## config.mk

```make
export PLATFORM = sky130hd
export DESIGN_NAME = hamming_frame_encoder
export DESIGN_NICKNAME = d
export VERILOG_FILES = /design/src/rtl/hamming_frame_encoder.sv
export SDC_FILE = /design/constraint.sdc
export NUM_CORES = 1
export LEC_CHECK = 0
export ABC_AREA = 1
export ABC_CLOCK_PERIOD_IN_PS = 10900
export BUFFER_PORTS_ARGS = -buffer_cell sky130_fd_sc_hd__buf_2
export CAP_MARGIN = 25
export CELL_PAD_IN_SITES_DETAIL_PLACEMENT = 0
export CELL_PAD_IN_SITES_GLOBAL_PLACEMENT = 1
export CORE_UTILIZATION = 47
export CTS_CLUSTER_SIZE = 20
export DETAILED_ROUTE_END_ITERATION = 12
export GPL_TIMING_DRIVEN = 0
export PLACE_DENSITY_LB_ADDON = 0.1
export SLEW_MARGIN = 15
export SYNTH_ARGS = -nofsm -noshare
export SYNTH_HDL_FRONTEND = slang
export SYNTH_SLANG_ARGS = --single-unit
export TNS_END_PERCENT = 20
```

## constraint.sdc

```tcl
create_clock -name clk_in -period 10.9 [get_ports clk_in]
set_input_delay 2.18 -clock clk_in [delete_from_list [all_inputs] [get_ports clk_in]]
set_output_delay 2.18 -clock clk_in [all_outputs]
set_load 0.02 [all_outputs]
```

## src/rtl/hamming_frame_encoder.sv

```systemverilog
// Serial Hamming(7,4)/SECDED(8,4) frame encoder: collects K data bits, encodes, interleaves,
// prepends a sync word and serialises MSB-first on tx_tick, with ping-pong buffering.
module hamming_frame_encoder #(
  parameter int unsigned       N_BLOCKS  = 8,
  parameter int unsigned       SECDED    = 0,
  parameter int unsigned       SYNC_W    = 8,
  parameter logic [SYNC_W-1:0] SYNC_WORD = 8'h7E
) (
  input  logic                                        clk_in,
  input  logic                                        rst,
  input  logic                                        in_bit,
  input  logic                                        in_valid,
  output logic                                        in_ready,
  input  logic                                        tx_tick,
  input  logic                                        inj_en,
  input  logic [SYNC_W+N_BLOCKS*(7+SECDED)-1:0]       err_mask,
  output logic                                        out_bit,
  output logic                                        out_valid,
  output logic                                        out_sof,
  output logic [15:0]                                 frame_cnt
);

  localparam int unsigned CW_W    = 7 + SECDED;
  localparam int unsigned K       = 4 * N_BLOCKS;
  localparam int unsigned P_W     = N_BLOCKS * CW_W;
  localparam int unsigned FRAME_W = SYNC_W + P_W;
  localparam int unsigned CNT_W   = $clog2(K);
  localparam int unsigned REM_W   = $clog2(FRAME_W + 1);

  localparam logic [1:0] ST_IDLE  = 2'd0;
  localparam logic [1:0] ST_SEND  = 2'd1;
  localparam logic [1:0] ST_DRAIN = 2'd2;  // index 0 on the wire, shift register already free

  logic [K-1:0]       col_q, col_d, shift_c;
  logic [CNT_W-1:0]   cnt_q, cnt_d;
  logic               col_full_q, col_full_d;
  logic [K-1:0]       hold_q, hold_d;
  logic               hold_full_q, hold_full_d;
  logic               in_ready_d;
  logic [1:0]         st_q, st_d;
  logic [FRAME_W-1:0] sr_q, sr_d;
  logic [REM_W-1:0]   rem_q, rem_d;
  logic               out_bit_d, out_valid_d, out_sof_d;
  logic [15:0]        frame_cnt_d;
  logic               accept_c, last_c, load_c;
  logic [P_W-1:0]     enc_c;
  logic [FRAME_W-1:0] frame_c;

  // Per-nibble Hamming encode, scattered straight into interleaved payload positions
  for (genvar j = 0; j < N_BLOCKS; j++) begin : g_blk
    logic [3:0]      n;
    logic [CW_W-1:0] cw;
    assign n       = hold_q[4*j +: 4];
    assign cw[6:0] = {n[3], n[2], n[1], n[1]^n[2]^n[3], n[0], n[0]^n[2]^n[3], n[0]^n[1]^n[3]};
    if (SECDED != 0) begin : g_secded
      assign cw[CW_W-1] = ^cw[6:0];
    end
    for (genvar b = 0; b < CW_W; b++) begin : g_bit
      assign enc_c[b*N_BLOCKS + j] = cw[b];
    end
  end

  assign frame_c = {SYNC_WORD, enc_c} ^ (inj_en ? err_mask : '0);

  always_comb begin
    col_d       = col_q;
    cnt_d       = cnt_q;
    col_full_d  = col_full_q;
    hold_d      = hold_q;
    hold_full_d = hold_full_q;
    st_d        = st_q;
    sr_d        = sr_q;
    rem_d       = rem_q;
    out_bit_d   = out_bit;
    out_valid_d = out_valid;
    out_sof_d   = out_sof;
    frame_cnt_d = frame_cnt;

    accept_c = in_valid && in_ready;
    last_c   = (st_q == ST_SEND) && tx_tick && (rem_q == REM_W'(1));
    load_c   = hold_full_q && ((st_q != ST_SEND) || last_c);
    shift_c  = {col_q[K-2:0], in_bit};

    // Holding register: drains into TX, refills from a parked full collector
    if (load_c) hold_full_d = 1'b0;
    if (col_full_q && (!hold_full_q || load_c)) begin
      hold_d      = col_q;
      hold_full_d = 1'b1;
      col_full_d  = 1'b0;
    end

    if (accept_c) begin
      col_d = shift_c;
      if (col_full_q) begin
        cnt_d = CNT_W'(1);
      end else if (cnt_q == CNT_W'(K - 1)) begin
        cnt_d = '0;
        if (!hold_full_q || load_c) begin
          hold_d      = shift_c;
          hold_full_d = 1'b1;
        end else begin
          col_full_d = 1'b1;
        end
      end else begin
        cnt_d = cnt_q + CNT_W'(1);
      end
    end

    in_ready_d = !(hold_full_d && col_full_d);

    case (st_q)
      ST_IDLE: ;
      ST_SEND: begin
        if (tx_tick) begin
          out_bit_d   = sr_q[FRAME_W-1];
          out_valid_d = 1'b1;
          out_sof_d   = (rem_q == REM_W'(FRAME_W));
          sr_d        = {sr_q[FRAME_W-2:0], 1'b0};
          rem_d       = rem_q - REM_W'(1);
          if (rem_q == REM_W'(1)) st_d = ST_DRAIN;
        end
      end
      ST_DRAIN: begin
        if (tx_tick) begin
          out_bit_d   = 1'b0;
          out_valid_d = 1'b0;
          out_sof_d   = 1'b0;
          st_d        = ST_IDLE;
        end
      end
      default: st_d = ST_IDLE;
    endcase

    if (load_c) begin
      sr_d        = frame_c;
      rem_d       = REM_W'(FRAME_W);
      st_d        = ST_SEND;
      frame_cnt_d = frame_cnt + 16'd1;
    end
  end

  always_ff @(posedge clk_in or posedge rst) begin
    if (rst) begin
      col_q       <= '0;
      cnt_q       <= '0;
      col_full_q  <= 1'b0;
      hold_q      <= '0;
      hold_full_q <= 1'b0;
      in_ready    <= 1'b1;
      st_q        <= ST_IDLE;
      sr_q        <= '0;
      rem_q       <= '0;
      out_bit     <= 1'b0;
      out_valid   <= 1'b0;
      out_sof     <= 1'b0;
      frame_cnt   <= 16'd0;
    end else begin
      col_q       <= col_d;
      cnt_q       <= cnt_d;
      col_full_q  <= col_full_d;
      hold_q      <= hold_d;
      hold_full_q <= hold_full_d;
      in_ready    <= in_ready_d;
      st_q        <= st_d;
      sr_q        <= sr_d;
      rem_q       <= rem_d;
      out_bit     <= out_bit_d;
      out_valid   <= out_valid_d;
      out_sof     <= out_sof_d;
      frame_cnt   <= frame_cnt_d;
    end
  end

endmodule

```

; After elaboration in Yosys (flattened, before gate mapping)
; Cells that the tools add are included.
[word_totals]
register_bits = 164
inputBits = 70
output_inout_bits = 20
elab_cells = 131
[classes]
n_addsub = 3
eq_ne = 12
muxes = 37
bitwise = 49
reduce_logical = 17
[op_table]
columns = cell, count
row1 = 64-bit 2-to-1 mux, 4
row2 = 32-bit 2-to-1 mux, 5
row3 = 63-bit by 64-bit XOR with 64-bit output, 1
row4 = 1-bit XOR, 48
row5 = 7-bit 2-to-1 mux, 3
row6 = 16-bit by 1-bit adder with 16-bit output (second input constant), 1
row7 = 1-bit 2-to-1 mux, 15
row8 = 5-bit 2-to-1 mux, 2
row9 = 2-bit 2-to-1 mux, 4
row10 = 7-bit by 1-bit equality test with 1-bit output (second input constant), 1
row11 = 7-bit equality test (second input constant), 1
row12 = 7-bit by 1-bit subtractor with 7-bit output (second input constant), 1
row13 = 1-bit logical AND, 6
row14 = 2-bit inequality test (second input constant), 3
row15 = 3-bit inequality test (second input constant), 2
row16 = 1-bit one-hot mux with 2 select lines, 3
row17 = 2-bit one-hot mux with 3 select lines, 1
row18 = 2-bit nonzero test, 3
row19 = 5-bit by 1-bit adder with 5-bit output (second input constant), 1
row20 = 5-bit equality test (second input constant), 1
row21 = 4-bit AND reduction, 1
row22 = 3-bit by 2-bit inequality test with 1-bit output (second input constant), 1
row23 = 3-bit AND reduction, 1
row24 = 2-bit by 1-bit equality test with 1-bit output (second input constant), 1
row25 = other kinds (6), 8

; Depth between registers and ports, before layout
; Gate-level depths: netlist (run 1).
[logic_depth]
word_depth = 14
depth_mapped = 12
mapped_depth_nobuf = 11

; Worst setup path after synthesis (run 1)
; Ideal clock, no wire load.
[synth_timing]
path_type = input-to-reg
from = in inj_en
to = reg sr_q[16]
setup_ps = 130
arrival_ps = 3070
required_time_ps = 10770
setup_slack_ps = 7700
cell_stages = 8
path_buffers = 3
cell_sequence = buf_2 buf_2 buf_2 nand2_1 xor2_1 nand3_1 nand3_1 o21ai_0
[synth_between]
elab_chain_len = 3
[synth_lines]
columns = item, line
row1 = "start, declared", 15  ; input logic inj_en,
row2 = 64-bit 2-to-1 mux, 63  ; assign frame_c = {SYNC_WORD, enc_c} ^ (inj_en ? err_mask : '0);
row3 = 63-bit by 64-bit XOR with 64-bit output, 63
row4 = 64-bit 2-to-1 mux, 134  ; if (load_c) begin
row5 = "end signal, assigned", 165  ; sr_q <= sr_d;
row6 = "end, declared", 41  ; logic [FRAME_W-1:0] sr_q, sr_d;
; Every way passes these cells.
; A chain may end at the register's enable or synchronous reset.

; Final worst setup path (run 1)
[layout_timing]
from = in inj_en
to = reg sr_q[41]
; The elaborated chain is that of the path after synthesis.

==> results of run 1 <==
[layout make-up]
| cell class | instances | area share (%) |
|---|---|---|
| clock inverters | 14 | 1.64 |
| multi-input cells | 961 | 40.7 |
| well taps | 265 | 3.05 |
| inverters | 154 | 5.39 |
| repair buffers | 89 | 4.31 |
| plain buffers | 67 | 3.09 |
| flip-flops and latches | 164 | 37.8 |
| clock buffers | 18 | 3.95 |
[cells by family after synthesis]
kind of cell / Yosys count / synth area share (%)
buffers and inverters: 221 / 9.68
AND/OR/NAND/NOR: 794 / 35.2
AO/OA/AOI/OAI: 106 / 5.74
flip-flops: 164 / 43.5
adder cells (fa/ha/maj): 6 / 0.795
XOR/XNOR: 55 / 5.10
[flip-flops by register name (all words and copies together) (netlist names)]
name / count
cnt_q: 5
col_full_q: 1
col_q: 32
frame_cnt: 16
hold_full_q: 1
hold_q: 32
in_ready: 1
out_bit: 1
out_sof: 1
out_valid: 1
rem_q: 7
sr_q: 64
st_q: 2
[final timing paths]
check | endpoint | cells after the start
worst max-delay path | sr_q[41] | 7
worst min-delay path | out_valid | 2
worst max register to register | sr_q[28] | 12
worst min register to register | out_valid | 2
max in group asynchronous | in_ready | 3
min in group asynchronous | out_sof | 2
[stage by stage]
stage / std cells / area, um^2 / hold WS [ns]
finish: 1732 / 10900 / 0.478
global route: 1732 / 10900 / 0.498
CTS: 1732 / 10900 / 0.472
detailed placement: 1700 / 10200 / 0.455
global placement: 1699 / 10200 / 0.451
floorplan: 1346 / 9440 / 0.449
[Yosys cell counts]
cell,n
nand2_1,449
inv_2,6
nand3_2,1
nand2_2,2
a32o_1,1
clkbuf_1,21
buf_2,40
o21ai_1,5
xnor2_1,5
dfrtp_1,163
nand4_2,1
nor2_4,2
buf_1,1
dfstp_2,1
o21a_1,1
buf_6,4
nor2_2,3
nand2_4,2
nor3_1,3
o21ai_0,96
xor2_1,50
inv_1,148
buf_4,1
o211ai_1,1
a21oi_1,1
nand3_1,215
ha_1,6
nand4_1,5
nor2_1,111
o22ai_1,1
[per-layer routing]
layer / vias up / global-route usage [%]
met5: - / 0
met4: 0 / 10.6
met3: 28 / 4.27
met2: 186 / 44.1
met1: 3927 / 33.4
li1: 4423 / -
[critical path: stages]
cell	delay, ns
buf_2	0.15
clkbuf_1	0.42
nand2_1	0.12
xor2_1	0.46
nand3_1	0.13
nand3_1	0.10
o21ai_0	0.08
[power groups by stage]
stage / sequential, W / clock (W) / combinational [W]
final: 0.00100 / 0.000627 / 0.000938
after global placement: 0.00100 / 0 / 0.000919
after detailed placement: 0.00101 / 0 / 0.000937
after global routing: 0.00103 / 0.000660 / 0.00108
after floorplan: 0.000966 / 0 / 0.000688
after CTS: 0.00100 / 0.000638 / 0.000942
==> out/summary.txt, run 1 <==
Status -> finished, final reports clean
Layout Utilization -> 55.4%
Sum Neg Setup Slack -> 0 ns
Reg clk slew, reported paths -> 0.07 ns
Final Hold Violating Endpoints -> 0
Top routing layer used -> met4
Critical Path Source Type -> input port
Crit end category -> flip-flop
Final Power -> 0.00257 W
DR WL met3 -> 1060 um
Synth Register Bits -> 164
Mean Syn Cell Area -> 7.01 um^2
Seq/Total Area, Yosys -> 43.5%
Initial Util -> 48.2%
Pins Over Slew Limit -> 0
Largest net degree at the start of global routing -> 88
Global-route wire length before repair -> 40700 um
Cells after Synth -> 1346
Area growth from synthesis to layout -> 15.0%
WL met1 -> 11600 um
Share of layout cells above drive strength 1 -> 12.5%
Max-Cap Viols -> 0
Syn nets -> 1422
Via count -> 8564
Worst EP required -> 11.20 ns
Die Span X -> 144 um
Internal power -> 0.00153 W
NumNets Final -> 1530
Pwr/cell area -> 237 nW/um^2
Dpl hpwl -> 19700 um
Internal reg-to-reg setup slack -> 8.88 ns
CTS max path bufs -> 2
Congestion Overflow GR -> 0
Most common cell after layout, fill and taps aside -> nand2_1
HP Start -> out_valid
Hold Buf Count CTS -> 0
Multi-input gate area -> 4420 um^2
Crit Reg-Reg Startpoint -> rem_q[1]
Num ports -> 90
Seq. cell area -> 4110 um^2
Switching Power -> 0.00104 W
Placer Congestion -> 0.842
Fmax -> 0.300 GHz
Root buffer cell -> clkbuf_16
Area leader, netlist -> dfrtp_1
Worst skew pair latency -> 0.43 ns
Final WL -> 25600 um
Die Y -> 144 um
Clk pwr share -> 24.4%
DR WL/cell -> 14.8 um
Antenna violations before repair -> 0
Most frequent cells in the layout -> nand2_1 (449), nand3_1 (215), dfrtp_1 (163), inv_1 (147), buf_2 (128)
First DRT Iteration DRCs -> 466
Crit Path Category -> input port to flip-flop
Slew headroom -> 57.2%
Part of the cycle the worst path needs -> 30.6%
CTS sink count -> 164
Sequential group share of total power -> 39.0%
Ant diodes -> 0
# DRC -> 0
Sw frac -> 40.4%
Routed wl met2 -> 12200 um
Synth top area cells -> dfrtp_1 (43%), nand2_1 (18%), nand3_1 (11%), inv_1 (5.9%), o21ai_0 (5.1%)
Input/output buffers -> 88
Final worst slack -> 7.56 ns
Gr usage total -> 26.2%
Antenna-violating nets left -> 0
Vias in the first global route -> 7945
CTS H-Tree Depth -> 4
Combinational fraction of design power -> 36.5%
# rows -> 51
CTS resizes -> 0
# fillers -> 1955
TritonCTS Buffers -> 17
Max rail drop VDD -> 0.115 mV
Number of vias per cell -> 4.94
Number of setup buffers added after CTS -> 0
Critical path launch point -> inj_en
Fin Clk Skew -> 0.00886 ns
RSZ-0062 raised after global routing -> no
Crit Path Max Fanout -> 10
Pre-CTS setup slack -> 7.16 ns
Post-synth top area share -> 43.2%
TritonRoute pass-1 iters -> 6
Tmin final -> 3.34 ns
CTS tree -> yes
Worst-Margin Slew -> 0.643 ns
Mapped cell area -> 9440 um^2
Lkg Pwr -> 5.67 nW
Warnings from Yosys -> 0
Core region area -> 19600 um^2
HP Class -> flip-flop to flip-flop
Setup violators final -> 0
Synth unique cells -> 30
Worst EP arrival -> 3.63 ns
Die footprint -> 20700 um^2
(Power assumes the default switching activity.)
==> run 2, diff against run 1 <==
--- a/config.mk
+++ b/config.mk
@@ -5,13 +5,13 @@
 export SDC_FILE = /design/constraint.sdc
 export NUM_CORES = 1
 export LEC_CHECK = 0
-export ABC_AREA = 1
-export ABC_CLOCK_PERIOD_IN_PS = 10900
+export ABC_AREA = 0
+export ABC_CLOCK_PERIOD_IN_PS = 3500
 export BUFFER_PORTS_ARGS = -buffer_cell sky130_fd_sc_hd__buf_2
 export CAP_MARGIN = 25
 export CELL_PAD_IN_SITES_DETAIL_PLACEMENT = 0
 export CELL_PAD_IN_SITES_GLOBAL_PLACEMENT = 1
-export CORE_UTILIZATION = 47
+export CORE_UTILIZATION = 46
 export CTS_CLUSTER_SIZE = 20
 export DETAILED_ROUTE_END_ITERATION = 12
 export GPL_TIMING_DRIVEN = 0
==> constraint.sdc (replaced) <==
create_clock -name clk_in -period 3.5 [get_ports clk_in]
set_input_delay 0.7 -clock clk_in [delete_from_list [all_inputs] [get_ports clk_in]]
set_output_delay 0.7 -clock clk_in [all_outputs]
set_load 0.02 [all_outputs]
==> run 2 against run 1 <==
Compared with the run above:
- sequential cell count is the same
- register-to-register slack lost 7.8 ns
- critical path depth grew 1
- utilization shrank 0.56 points
- die area shrank 9.0%
- largest cell class is now flip-flops and latches
- largest power group unchanged
==> out/summary.txt, run 2 <==
Part of the cycle the worst path needs -> 69.6%
Root buffer cell -> clkbuf_16
Crit-path cells -> inv_1 > ha_1 > nand4b_1 > a2bb2oi_2 > buf_2 > buf_2 > nand3_1 > o211ai_1
Antenna-violating nets left -> 0 (unchanged)
DR WL/cell -> 18.3 um (+23%)
# fillers -> 1675 (-14%)
Mean Syn Cell Area -> 9.79 um^2 (+40%)
Num ports -> 90 (unchanged)
Synth unique cells -> 48 (+60%)
Max reg flops -> 64 (unchanged)
Post-synth top area share -> 48.6% (+5.4 points)
CTS resizes -> 0 (unchanged)
Register-to-Register Path Depth -> 8 (-4)
Post-synth ARST share -> 100% (unchanged)
Post-Layout Inst Area -> 9820 um^2 (-9.5%)
Seq/Total Area, Yosys -> 48.9% (+5.4 points)
Worst-Margin Slew -> 0.681 ns (+0.0389 ns)
Antenna violations before repair -> 0 (unchanged)
Predominant post-synthesis flop cell -> dfrtp_1
CP most frequent cell -> buf_2
Reg clk slew, reported paths -> 0.07 ns (about the same)
Tmin final -> 2.44 ns
TritonCTS Buffers -> 17 (unchanged)
Pwr/cell area -> 756 nW/um^2 (+220%)
Number of vias per cell -> 5.38 (+8.8%)
# DRC -> 0 (unchanged)
Worst EP required -> 3.85 ns (-7.35 ns)
Syn nets -> 933 (-34%)
Core region area -> 17900 um^2 (-8.6%)
Clk pwr share -> 25.4% (+1.0 points)
Layout Utilization -> 54.8% (-0.56 points)
Slew headroom -> 54.6% (-2.6 points)
Max-Cap Viols -> 0 (unchanged)
CTS sink count -> 164 (unchanged)
Initial Util -> 46.9% (-1.3 points)
Dpl hpwl -> 16700 um (-15%)
Ant diodes -> 0 (unchanged)
# rows -> 49 (-3.9%)
Top reg by flops -> sr_q
Hold Buf Count CTS -> 0 (unchanged)
Die Span X -> 137 um (-4.6%)
Die footprint -> 18800 um^2 (-9.0%)
Number of setup buffers added after CTS -> 0 (unchanged)
Final Hold Violating Endpoints -> 0 (unchanged)
Final worst slack -> 1.06 ns (-6.50 ns)
Sequential group share of total power -> 44.1% (+5.1 points)
Most common cell after layout, fill and taps aside -> nand2_1
Crit path max-delay family -> buffers and inverters
HP Class -> input port to async pin
Pre-CTS setup slack -> 0.790 ns (-6.37 ns)
Switching Power -> 0.00267 W (+160%)
Crit Path Category -> flip-flop to flip-flop
First DRT Iteration DRCs -> 368 (-21%)
Placer Congestion -> 0.821 (-2.5%)
Congestion Overflow GR -> 0 (unchanged)
CTS tree -> yes
CTS max path bufs -> 2 (unchanged)
Pins Over Slew Limit -> 0 (unchanged)
Warnings from Yosys -> 0 (unchanged)
Share of layout cells above drive strength 1 -> 18.9% (+6.3 points)
Crit Path Max Fanout -> 10 (unchanged)
Crit end category -> flip-flop
Internal power -> 0.00475 W (+210%)
Crit. path cell count -> 8 (+1)
Sw frac -> 36.0% (-4.4 points)
Gr usage total -> 25.0% (-1.2 points)
Worst EP arrival -> 2.79 ns (-0.84 ns)
Critical Path Source Type -> flip-flop
Synth top area cells -> dfrtp_1 (49%), xnor2_1 (8.2%), nand2_1 (7.3%), mux2_2 (4.4%), o221a_1 (4.3%)
Fin Clk Skew -> 0.00960 ns (+0.000733 ns)
Fmax -> 0.410 GHz
RSZ-0062 raised after global routing -> no
Vias in the first global route -> 6297 (-21%)
Via count -> 6511 (-24%)
Mapped cell area -> 8390 um^2 (-11%)
Crit path max-delay cell type -> a2bb2oi_2
Most frequent cells in the layout -> nand2_1 (164), dfrtp_1 (163), buf_2 (99), xnor2_1 (79), o21ai_1 (66)
CP max stage delay -> 0.53 ns (+0.07 ns)
Cells after Synth -> 857 (-36%)
Seq. cell area -> 4110 um^2 (unchanged)
Area leader, netlist -> dfrtp_1
Most frequent cell after synthesis -> nand2_1
Buffer and inverter count on the worst path -> 3 (+1)
EDFF count, synth -> 0 (unchanged)
NumNets Final -> 1044 (-32%)
Multi-input gate area -> 3980 um^2 (-10%)
Max rail drop VDD -> 0.451 mV (+290%)
Final WL -> 22100 um (-14%)
Cell area after placement -> 9230 um^2 (-10%)
Synth cell count leaders -> nand2_1 (164), dfrtp_1 (163), xnor2_1 (79)
Largest net degree at the start of global routing -> 36 (-59%)
Combinational fraction of design power -> 30.5% (-6.0 points)
TritonRoute pass-1 iters -> 5 (-1)
CTS H-Tree Depth -> 4 (unchanged)
Worst skew pair latency -> 0.43 ns (about the same)
Lkg Pwr -> 4.25 nW (-25%)
Area growth from synthesis to layout -> 17.0%
Setup violators final -> 0 (unchanged)
Status -> finished, final reports clean
Biggest regs -> sr_q (64), col_q (32), hold_q (32)
Synth Register Bits -> 164 (unchanged)
Die Y -> 137 um (-4.6%)
Global-route wire length before repair -> 34500 um (-15%)
Input/output buffers -> 87 (-1.1%)
## run 2: changes by cell type after synthesis, moves of 11 or more
cell	previous run	this run
buf_1	1	12
buf_2	40	12
inv_1	148	8
mux2_2	0	33
nand2_1	449	164
nand3_1	215	31
nor2_1	111	43
nor3_1	3	35
o211ai_1	1	22
o21ai_0	96	9
o21ai_1	5	66
o221a_1	0	32
xnor2_1	5	79
xor2_1	50	32
## run 2: layout make-up
cell class,instances,share of cell area [%]
Tap cell,229,2.92
Multi-Input combinational cell,626,40.5
Sequential cell,164,41.8
Timing Repair Buffer,92,5.53
Buffer,59,2.87
Clock inverter,13,1.52
Inverter,8,0.344
Clock buffer,19,4.51
## run 2: cells by family after synthesis
logic type,after synthesis,share of synthesized area [%]
fa+ha+maj,6,0.894
compound gates,168,14.3
simple gates,307,16.1
xor+xnor,111,11.6
mux,34,4.55
buf+inv,67,3.71
flops,164,48.9
## run 2: per-stage QoR
step	TNS [ns]	hold slack [ns]	total power [W]	std cells
after floorplan	0	0.455	0.00485	857
after global placement	-71.35	0.452	0.00552	1173
after detailed placement	0	0.456	0.00558	1178
after CTS	0	0.285	0.00747	1210
after global routing	0	0.304	0.00790	1210
final	0	0.287	0.00743	1210
## run 2: worst paths after layout
check,slack (ns),from,endpoint
setup / recovery,1.06,rem_q[1],sr_q[7]
hold / removal,0.29,rst,cnt_q[4]
setup reg to reg,1.06,rem_q[1],sr_q[7]
hold reg to reg,0.46,frame_cnt[15],frame_cnt[15]
max in group asynchronous,2.46,rst,sr_q[30]
min in group clk_in,0.46,err_mask[58],sr_q[58]
## run 2: power by group through the flow
stage          sequential (W)  combinational, W  clock (W)
2_1_floorplan         0.00303           0.00182          0
3_3_place_gp          0.00329           0.00223          0
3_5_place_dp          0.00329           0.00229          0
4_1_cts               0.00327           0.00229    0.00192
5_1_grt               0.00335           0.00255    0.00199
6_report              0.00328           0.00227    0.00188
## run 2: per-layer routing
metal  up-vias  wire [um]  GRT usage, %
met5         -          0             0
met4         0        556          9.52
met3        25        906          4.15
met2       128      10600          41.0
met1      3151      10000          33.0
li1       3207          -             -
==> run 3, diff against run 2 <==
--- a/config.mk
+++ b/config.mk
@@ -6,7 +6,7 @@
 export NUM_CORES = 1
 export LEC_CHECK = 0
 export ABC_AREA = 0
-export ABC_CLOCK_PERIOD_IN_PS = 3500
+export ABC_CLOCK_PERIOD_IN_PS = 2400
 export BUFFER_PORTS_ARGS = -buffer_cell sky130_fd_sc_hd__buf_2
 export CAP_MARGIN = 25
 export CELL_PAD_IN_SITES_DETAIL_PLACEMENT = 0
==> constraint.sdc (replaced) <==
create_clock -name clk_in -period 2.4 [get_ports clk_in]
set_input_delay 0.48 -clock clk_in [delete_from_list [all_inputs] [get_ports clk_in]]
set_output_delay 0.48 -clock clk_in [all_outputs]
set_load 0.02 [all_outputs]
==> run 3 against run 2 <==
Compared with the run above:
- routed wire length is 0.15% higher
- largest power group unchanged
- first-iteration DRC count is 1.4% higher
- utilization is 0.20 points higher
- register-to-register slack worse by 0.96 ns
- sequential cell count stayed put
- largest cell class unchanged
- combinational power is 46% higher
- power is 46% higher
- maximum frequency is 5.9% higher
- sequential power is 46% higher
- highest routed layer unchanged
==> out/summary.txt, run 3 (same netlist as run 2, synthesis figures left out) <==
Critical Path Source Type -> flip-flop
Max-Cap Viols -> 0 (unchanged)
Sum Neg Setup Slack -> 0 ns (unchanged)
CTS max path bufs -> 2 (unchanged)
# DRC -> 0 (unchanged)
Post-Layout Inst Area -> 9850 um^2 (+0.36%)
Layout Utilization -> 55.0% (+0.20 points)
Lkg Pwr -> 4.29 nW (+0.82%)
CTS H-Tree Depth -> 4 (unchanged)
Antenna-violating nets left -> 0 (unchanged)
Max rail drop VDD -> 0.663 mV (+47%)
Crit Path Category -> flip-flop to flip-flop
Worst-Margin Slew -> 0.688 ns (+0.00635 ns)
Slew headroom -> 54.1% (-0.42 points)
Status -> finished, final reports clean
TritonRoute pass-1 iters -> 4 (-1)
Die Y -> 137 um (unchanged)
Sw frac -> 36.0% (about the same)
# rows -> 49 (unchanged)
Input/output buffers -> 87 (unchanged)
Die footprint -> 18800 um^2 (unchanged)
Switching Power -> 0.00391 W (+46%)
Cell area after placement -> 9230 um^2 (unchanged)
Clk pwr share -> 25.4% (about the same)
Biggest regs -> sr_q (64), col_q (32), hold_q (32)
Part of the cycle the worst path needs -> 95.9% (+26 points)
Pwr/cell area -> 1100 nW/um^2 (+46%)
HP Class -> input port to async pin
Share of layout cells above drive strength 1 -> 19.7% (+0.88 points)
Most frequent cells in the layout -> nand2_1 (164), dfrtp_1 (163), buf_2 (99), xnor2_1 (79), o21ai_1 (66)
Internal power -> 0.00694 W (+46%)
Final Hold Violating Endpoints -> 0 (unchanged)
Crit end category -> flip-flop
First DRT Iteration DRCs -> 373 (+1.4%)
Antenna violations before repair -> 0 (unchanged)
Fmax -> 0.435 GHz (+5.9%)
Top reg by flops -> sr_q
Worst EP required -> 2.72 ns (-1.13 ns)
Ant diodes -> 0 (unchanged)
Setup violators final -> 0 (unchanged)
Worst EP arrival -> 2.62 ns (-0.17 ns)
Root buffer cell -> clkbuf_16
Pins Over Slew Limit -> 0 (unchanged)
Reg clk slew, reported paths -> 0.07 ns (about the same)
Largest net degree at the start of global routing -> 36 (unchanged)
Core region area -> 17900 um^2 (unchanged)
Critical path launch point -> rem_q[2]
Dpl hpwl -> 16700 um (unchanged)
Worst skew pair latency -> 0.44 ns (about the same)
Crit-path cells -> or4_1 > buf_2 > o211ai_4 > clkbuf_1 > nand2_1 > o221a_1
DR WL/cell -> 18.3 um (about the same)
CP max stage delay -> 0.50 ns (-0.03 ns)
Fin Clk Skew -> 0.0117 ns (+0.00206 ns)
Crit Path Max Fanout -> 10 (unchanged)
NumNets Final -> 1046 (+0.19%)
Crit path max-delay cell type -> or4_1
Number of vias per cell -> 5.38 (about the same)
TritonCTS Buffers -> 17 (unchanged)
CTS tree -> yes
Most common cell after layout, fill and taps aside -> nand2_1
Hold Buf Count CTS -> 0 (unchanged)
Tmin final -> 2.30 ns (-0.136 ns)
WHS -> 0.0669 ns (-0.220 ns)
Global-route wire length before repair -> 34500 um (unchanged)
Die Span X -> 137 um (unchanged)
Area growth from synthesis to layout -> 17.4%
Gr usage total -> 25.0% (unchanged)
Max reg flops -> 64 (unchanged)
Via count -> 6522 (+0.17%)
Combinational fraction of design power -> 30.6% (about the same)
CTS sink count -> 164 (unchanged)
Num ports -> 90 (unchanged)
Final WL -> 22100 um (+0.15%)
# fillers -> 1663 (-0.72%)
Crit Reg-Reg Startpoint -> rem_q[2]
Sequential group share of total power -> 44.0% (about the same)
RSZ-0062 raised after global routing -> yes
Congestion Overflow GR -> 0 (unchanged)
Placer Congestion -> 0.821 (unchanged)
Vias in the first global route -> 6297 (unchanged)
Initial Util -> 46.9% (unchanged)
## run 3: changes by cell type in the layout (fill, tap and decap cells not counted)
| cell | delta |
|---|---|
| buf_1 | -2 |
| clkbuf_2 | +7 |
| a2bb2oi_2 | -1 |
| buf_4 | +2 |
| clkbuf_1 | -5 |
| a2bb2oi_4 | +1 |
## run 3: repair_timing
item | CTS | global route
resized for setup | 1 | 12
setup buffers | 0 | 2
setup endpoints to repair | 15 | 52
gates cloned | 0 | 0
## run 3: final timing paths
path                            endpoint  slack [ns]  cells past startpoint
setup / recovery               hold_q[6]         0.1                      6
hold / removal                  col_q[6]        0.07                      2
setup reg to reg               hold_q[6]         0.1                      6
hold reg to reg            frame_cnt[15]        0.46                      1
max in group asynchronous       sr_q[30]        1.58                      4
min in group clk_in             sr_q[58]        0.24                      2
## run 3: cell type report
cell class / instances / area, um^2 / area share, %
plain buffers: 59 / 290 / 2.95
well taps: 229 / 287 / 2.91
inverters: 8 / 33.8 / 0.343
clock inverters: 13 / 149 / 1.51
repair buffers: 94 / 558 / 5.66
multi-input cells: 626 / 3990 / 40.5
flip-flops and latches: 164 / 4110 / 41.7
clock buffers: 19 / 443 / 4.50
## run 3: through the flow
stage          setup WS, ns  power [W]  instances
6_report             0.0994     0.0109       1212
5_1_grt             -0.0320     0.0115       1212
4_1_cts              0.0202     0.0109       1210
3_5_place_dp        -0.0899    0.00814       1178
3_3_place_gp          -1.34    0.00805       1173
2_1_floorplan        -0.164    0.00707        857
## run 3: metal layers
| metal | vias up | global-route usage (%) | share of wire (%) |
|---|---|---|---|
| met5 | - | 0 | 0 |
| met4 | 0 | 9.52 | 2.6 |
| met3 | 26 | 4.15 | 3.9 |
| met2 | 132 | 41.0 | 48 |
| met1 | 3155 | 33.0 | 45 |
| li1 | 3209 | - | - |
## run 3: power groups by stage
| stage | registers, W | logic (W) | clock network (W) |
|---|---|---|---|
| finish | 0.00478 | 0.00332 | 0.00275 |
| global placement | 0.00480 | 0.00325 | 0 |
| CTS | 0.00476 | 0.00334 | 0.00280 |
| global route | 0.00489 | 0.00374 | 0.00291 |
| floorplan | 0.00441 | 0.00265 | 0 |
| detailed placement | 0.00480 | 0.00333 | 0 |
## run 3: worst max-delay path, delay by kind of cell, from the launching register on
family                 cells  cell delay (ns)
AND/OR/NAND/NOR            2             0.61
AO/OA/AOI/OAI              2             0.53
buffers and inverters      2             0.61
flip-flops                 1             0.43
